### src/rtl/hawk_struct_arb.sv
// Round-robin arbiter that serialises one-struct read/write requests from
// NUM_REQ requesters onto a single struct port, returning data and a done pulse.
module hawk_struct_arb #(
    parameter int unsigned NUM_REQ        = 4,
    parameter int unsigned STRUCT_WIDTH   = 8,
    parameter int unsigned ADDR_WIDTH     = 64 - STRUCT_WIDTH,
    parameter int unsigned TIMEOUT_CYCLES = 1024
) (
    input  logic                             clk_i,
    input  logic                             rst_ni,
    input  logic [NUM_REQ-1:0]               req_valid,
    input  logic [NUM_REQ-1:0]               req_we,
    input  logic [NUM_REQ*ADDR_WIDTH-1:0]    req_addr,
    input  logic [NUM_REQ*STRUCT_WIDTH-1:0]  req_wdata,
    output logic [NUM_REQ-1:0]               req_done,
    output logic [STRUCT_WIDTH-1:0]          req_rdata,
    output logic                             port_r_valid,
    output logic [ADDR_WIDTH-1:0]            port_ra,
    input  logic [STRUCT_WIDTH-1:0]          port_rd,
    input  logic                             port_r_ready,
    output logic                             port_w_valid,
    output logic [ADDR_WIDTH-1:0]            port_wa,
    output logic [STRUCT_WIDTH-1:0]          port_wd,
    input  logic                             port_w_ready,
    input  logic                             port_r_error,
    input  logic                             port_w_error,
    output logic                             err_o,
    output logic                             timeout_o,
    output logic                             busy_o,
    output logic [$clog2(NUM_REQ)-1:0]       grant_o
);

    localparam int unsigned GRANT_W = $clog2(NUM_REQ);
    localparam int unsigned CNT_W   = $clog2(TIMEOUT_CYCLES + 1);

    typedef enum logic [1:0] {
        IDLE    = 2'd0,
        RD_BUSY = 2'd1,
        WR_BUSY = 2'd2,
        DONE    = 2'd3
    } state_e;

    state_e                  state_q, state_d;
    logic [GRANT_W-1:0]      rr_ptr_q, rr_ptr_d;
    logic [GRANT_W-1:0]      grant_q, grant_d;
    logic                    mask_q;
    logic [ADDR_WIDTH-1:0]   cmd_addr_q, cmd_addr_d;
    logic [STRUCT_WIDTH-1:0] cmd_wdata_q, cmd_wdata_d;
    logic [STRUCT_WIDTH-1:0] rdata_q, rdata_d;
    logic [CNT_W-1:0]        wd_cnt_q, wd_cnt_d;
    logic                    timeout_q, timeout_d;
    logic [NUM_REQ-1:0]      done_d;
    logic [NUM_REQ-1:0]      eligible;
    logic                    win_found;
    logic [GRANT_W-1:0]      win_idx;

    // Round-robin search from rr_ptr; the just-completed requester sits out one cycle
    always_comb begin
        int unsigned idx;
        idx       = 0;
        eligible  = req_valid;
        win_found = 1'b0;
        win_idx   = '0;
        if (mask_q) begin
            eligible[grant_q] = 1'b0;
        end
        for (int unsigned i = 0; i < NUM_REQ; i++) begin
            idx = 32'(rr_ptr_q) + i;
            if (idx >= NUM_REQ) begin
                idx = idx - NUM_REQ;
            end
            if (!win_found && eligible[GRANT_W'(idx)]) begin
                win_found = 1'b1;
                win_idx   = GRANT_W'(idx);
            end
        end
    end

    // Next-state and registered-output values
    always_comb begin
        state_d     = state_q;
        rr_ptr_d    = rr_ptr_q;
        grant_d     = grant_q;
        cmd_addr_d  = cmd_addr_q;
        cmd_wdata_d = cmd_wdata_q;
        rdata_d     = rdata_q;
        wd_cnt_d    = wd_cnt_q;
        timeout_d   = timeout_q;
        done_d      = '0;

        unique case (state_q)
            IDLE: begin
                if (win_found) begin
                    grant_d     = win_idx;
                    cmd_addr_d  = req_addr[win_idx*ADDR_WIDTH +: ADDR_WIDTH];
                    cmd_wdata_d = req_wdata[win_idx*STRUCT_WIDTH +: STRUCT_WIDTH];
                    state_d     = req_we[win_idx] ? WR_BUSY : RD_BUSY;
                    rr_ptr_d    = (win_idx == GRANT_W'(NUM_REQ - 1)) ? '0
                                                                     : win_idx + GRANT_W'(1);
                    wd_cnt_d    = '0;
                end
            end
            RD_BUSY: begin
                if (port_r_ready) begin
                    rdata_d         = port_rd;
                    done_d[grant_q] = 1'b1;
                    state_d         = DONE;
                end
            end
            WR_BUSY: begin
                if (port_w_ready) begin
                    done_d[grant_q] = 1'b1;
                    state_d         = DONE;
                end
            end
            DONE: begin
                state_d = IDLE;
            end
            default: begin
                state_d = IDLE;
            end
        endcase

        // Watchdog only observes; an AXI transfer cannot be abandoned
        if ((state_q == RD_BUSY) || (state_q == WR_BUSY)) begin
            if (wd_cnt_q != CNT_W'(TIMEOUT_CYCLES)) begin
                wd_cnt_d = wd_cnt_q + CNT_W'(1);
            end
            if (wd_cnt_d == CNT_W'(TIMEOUT_CYCLES)) begin
                timeout_d = 1'b1;
            end
        end
    end

    always_ff @(posedge clk_i or negedge rst_ni) begin
        if (!rst_ni) begin
            state_q      <= IDLE;
            rr_ptr_q     <= '0;
            grant_q      <= '0;
            mask_q       <= 1'b0;
            cmd_addr_q   <= '0;
            cmd_wdata_q  <= '0;
            rdata_q      <= '0;
            wd_cnt_q     <= '0;
            timeout_q    <= 1'b0;
            req_done     <= '0;
            port_r_valid <= 1'b0;
            port_w_valid <= 1'b0;
            busy_o       <= 1'b0;
        end else begin
            state_q      <= state_d;
            rr_ptr_q     <= rr_ptr_d;
            grant_q      <= grant_d;
            mask_q       <= (state_q == DONE);
            cmd_addr_q   <= cmd_addr_d;
            cmd_wdata_q  <= cmd_wdata_d;
            rdata_q      <= rdata_d;
            wd_cnt_q     <= wd_cnt_d;
            timeout_q    <= timeout_d;
            req_done     <= done_d;
            port_r_valid <= (state_d == RD_BUSY);
            port_w_valid <= (state_d == WR_BUSY);
            busy_o       <= (state_d != IDLE);
        end
    end

    assign port_ra   = cmd_addr_q;
    assign port_wa   = cmd_addr_q;
    assign port_wd   = cmd_wdata_q;
    assign req_rdata = rdata_q;
    assign grant_o   = grant_q;
    assign timeout_o = timeout_q;
    assign err_o     = port_r_error | port_w_error;

endmodule

### config.mk
export PLATFORM = sky130hd
export DESIGN_NAME = hawk_struct_arb
export DESIGN_NICKNAME = d
export VERILOG_FILES = /design/src/rtl/hawk_struct_arb.sv
export SDC_FILE = /design/constraint.sdc
export NUM_CORES = 1
export LEC_CHECK = 0
export ABC_CLOCK_PERIOD_IN_PS = 2300
export CORE_AREA = 2 2 162 164
export DETAILED_ROUTE_END_ITERATION = 16
export DIE_AREA = 0 0 164 166
export GPL_TIMING_DRIVEN = 0
export MAX_ROUTING_LAYER = met4
export SKIP_LAST_GASP = 1
export SLEW_MARGIN = 20
export SYNTH_ARGS = -nofsm -noshare
export SYNTH_HDL_FRONTEND = slang
export SYNTH_SLANG_ARGS = --single-unit
### constraint.sdc
create_clock -name clk_i -period 2.3 [get_ports clk_i]
set_input_delay 0.46 -clock clk_i [delete_from_list [all_inputs] [get_ports clk_i]]
set_output_delay 0.46 -clock clk_i [all_outputs]
set_load 0.1 [all_outputs]
==> results.json <==
{
  "outcome": "complete, but fails checks",
  "failed_checks": "setup timing",
  "max_stage_delay_ns": 0.53,
  "synth_compound_area_share_pct": 14.1,
  "yosys.area_share.adder_pct": 1.67,
  "clk_path_buf_depth": 2,
  "grt_use_total_pct": 20.4,
  "synth_cells": 665,
  "synth_area_leaders": "dfrtp_1, mux2i_1, mux2_2",
  "slowest_stage": "dfrtp_4",
  "synth-edff-count": 0,
  "die_w_um": 164,
  "clkSinkCount": 98,
  "syn_area_um2": 6760,
  "grt_max_degree": 51,
  "drt_iter0_drc": 309,
  "worstMarginPinSlew_ns": 1.05,
  "avgViaCountPerCell": 4.65,
  "num_vias": 6845,
  "core-area_um2": 25600,
  "max_slew_margin_pct": 30.0,
  "fin_skew_ns": 0.0115,
  "die_area_um2": 27200,
  "nNetsFinal": 1418,
  "slew_viol_final": 0,
  "num_io_pins": 417,
  "cts_tree": "yes",
  "drive_above_1_share_pct": 24.6,
  "drcViolationCount": 0,
  "cp-end-kind": "register",
  "cts_root_buf": "clkbuf_16",
  "synth_async_sr_flop_share_pct": 100,
  "dp.cells": 1417,
  "hold_viol_final": 0,
  "grt_pass1_vias": 7087,
  "synth-xor-area-share_pct": 1.30,
  "yosysWarnings": 0,
  "synth_cell_types": 54,
  "synth_top_cell_by_area": "dfrtp_1",
  "yosysSeqAreaShare_pct": 36.3,
  "antenna_left": 0,
  "muxShareOfSynthArea_pct": 27.5,
  "numPortBuffers": 416,
  "gp_congestion": 0.795,
  "rows": 59,
  "crit_type": "register to register",
  "preCtsSetupSlack_ns": -1.07,
  "worst-path-buf-inv": 2,
  "syn_area_per_cell_um2": 10.2,
  "rsz0062_at_grt": "yes",
  "clock_latency_ns": 0.35,
  "synth_top_family_by_area": "multiplexers",
  "grt_antenna_before_repair": 1,
  "cts_htree_levels": 3,
  "min_path_type": "primary input to async pin",
  "die_h_um": 166,
  "cts_buffers": 9,
  "fin_crit_ns": 2.44,
  "wirelength_um": 28000,
  "grt_overflow": 0,
  "setup_viol": 64,
  "dpl.hpwl_um": 21200,
  "fin_cells": 1472,
  "path_delay_family": "simple AND/OR/NAND/NOR gates",
  "path_cells": "or3b_4 -> and3b_2 -> a211oi_2 -> buf_6 -> buf_12 -> mux2i_4 -> nor3_2 -> o31a_1",
  "crit_required_ns": 2.53,
  "ctsHoldBuffers": 0,
  "dr.pass1.iters": 4,
  "synth-main-ff-cell": "dfrtp_1",
  "timing.hold.ws_ns": 0.0510,
  "synth.top_cell.area_share_pct": 36.3,
  "ys_seq_elements": 98,
  "yosys.area_share.simple_pct": 8.48,
  "syn-num-nets": 952,
  "initial_utilization_pct": 26.4,
  "fmax_mhz": 409,
  "arrival_ns": 2.67,
  "maxCapViolCount": 0,
  "area_delta_synth_final_pct": 89.2,
  "path_max_fanout": 8,
  "grt_first_pass_wirelength_um": 41100,
  "setup_slack_ns": -0.143,
  "setup_tns_ns": -4.40,
  "fin_crit_sh_pct": 106,
  "post_drt_wl_per_cell_um": 19.0,
  "clk_pin_slew_worst_paths_ns": 0.07,
  "cp-start-kind": "register"
}
[path summary, 6_finish.rpt]
| kind | startpoint | end | slack [ns] | depth (start not counted) |
|---|---|---|---|---|
| min in group clk_i | port_wd[1] | port_wd[1] | 0.47 | 2 |
| max | grant_o[0] | port_w_valid | -0.14 | 8 |
| min reg2reg | port_wd[1] | port_wd[1] | 0.47 | 2 |
| min | rst_ni | state_q[0] | 0.05 | 1 |
| max in group asynchronous | rst_ni | grant_o[0] | 1.61 | 2 |
| max reg2reg | grant_o[0] | port_w_valid | -0.14 | 8 |
[routing by layer]
layer / track usage [%] / routed length (um)
met5: - / 0
met4: 5.00 / 355
met2: 36.3 / 14500
met1: 23.3 / 11200
met3: 4.10 / 1930
[sequential cells by signal (all words and copies together) (netlist names)]
register	count
req_rdata	8
port_r_valid	1
busy_o	1
grant_o	2
timeout_o	1
port_ra	56
mask_q	1
port_w_valid	1
state_q	2
rr_ptr_q	2
req_done	4
wd_cnt_q	11
port_wd	8
[placed cells by master, fill, tap and decap left out, types with 9 or more instances in the layout]
master / n
clkdlybuf4s50_1: 275
a21oi_2: 10
o21ai_0: 15
nand2_1: 70
clkbuf_16: 13
clkbuf_1: 9
o21ai_2: 34
dfrtp_1: 96
o2bb2ai_1: 28
buf_6: 11
a21oi_1: 22
buf_4: 75
mux2i_1: 114
dlygate4sd2_1: 138
mux2i_4: 11
nand3_1: 10
mux2_2: 16
mux2_4: 31
buf_12: 20
[per-stage QoR]
step | instance area, um2 | utilization (%)
finish | 12800 | 49.9
global route | 12800 | 49.9
detailed placement | 11400 | 44.6
CTS | 12400 | 48.5
floorplan | 6810 | -
global placement | 11400 | 44.5
[cell usage after synthesis (all sizes together), types with 2 or more instances]
cell type	instances
o221ai	2
mux2i	133
dfrtp	98
a21o	2
buf	81
nor2b	4
clkbuf	18
nand2	71
nor4	3
xor2	5
a211oi	4
o21ai	53
and2	4
o2bb2ai	28
a21oi	33
inv	8
nor2	8
nor3	3
o21a	2
mux2	47
nand3	10
xnor2	5
ha	9
and3	8
nor3b	2
nand3b	3
[layout make-up]
cell class / instances / area [um2]
clock buffer: 10 / 239
multi-input combinational: 460 / 4070
clock inverter: 6 / 65.1
buffer: 97 / 871
timing repair buffer: 457 / 4630
inverter: 8 / 30.0
tap: 335 / 419
antenna: 1 / 2.50
sequential: 98 / 2460
fill: 2437 / 12800
[repair_timing]
| item | CTS | global route |
|---|---|---|
| resized for setup | 266 | 70 |
| endpoints found under the setup margin | 220 | 75 |
| setup buffers | 18 | 14 |
| gates cloned | 8 | 2 |
| pin swaps | 8 | 15 |
[logic make-up (layout without fill, tap and decap cells)]
kind of cell / Yosys count / count (layout)
AOI/OAI and AO/OA: 138 / 138
xor gates and xnor gates: 10 / 10
adders and majority gates: 9 / 9
buffers and inverters: 107 / 578
DFF: 98 / 98
muxes: 180 / 180
other: 0 / 1
and+or+nand+nor: 123 / 123
Power is left out: the tool's default activity adds up to more than one toggle a clock period on the data nets, which glitch-free logic cannot reach.
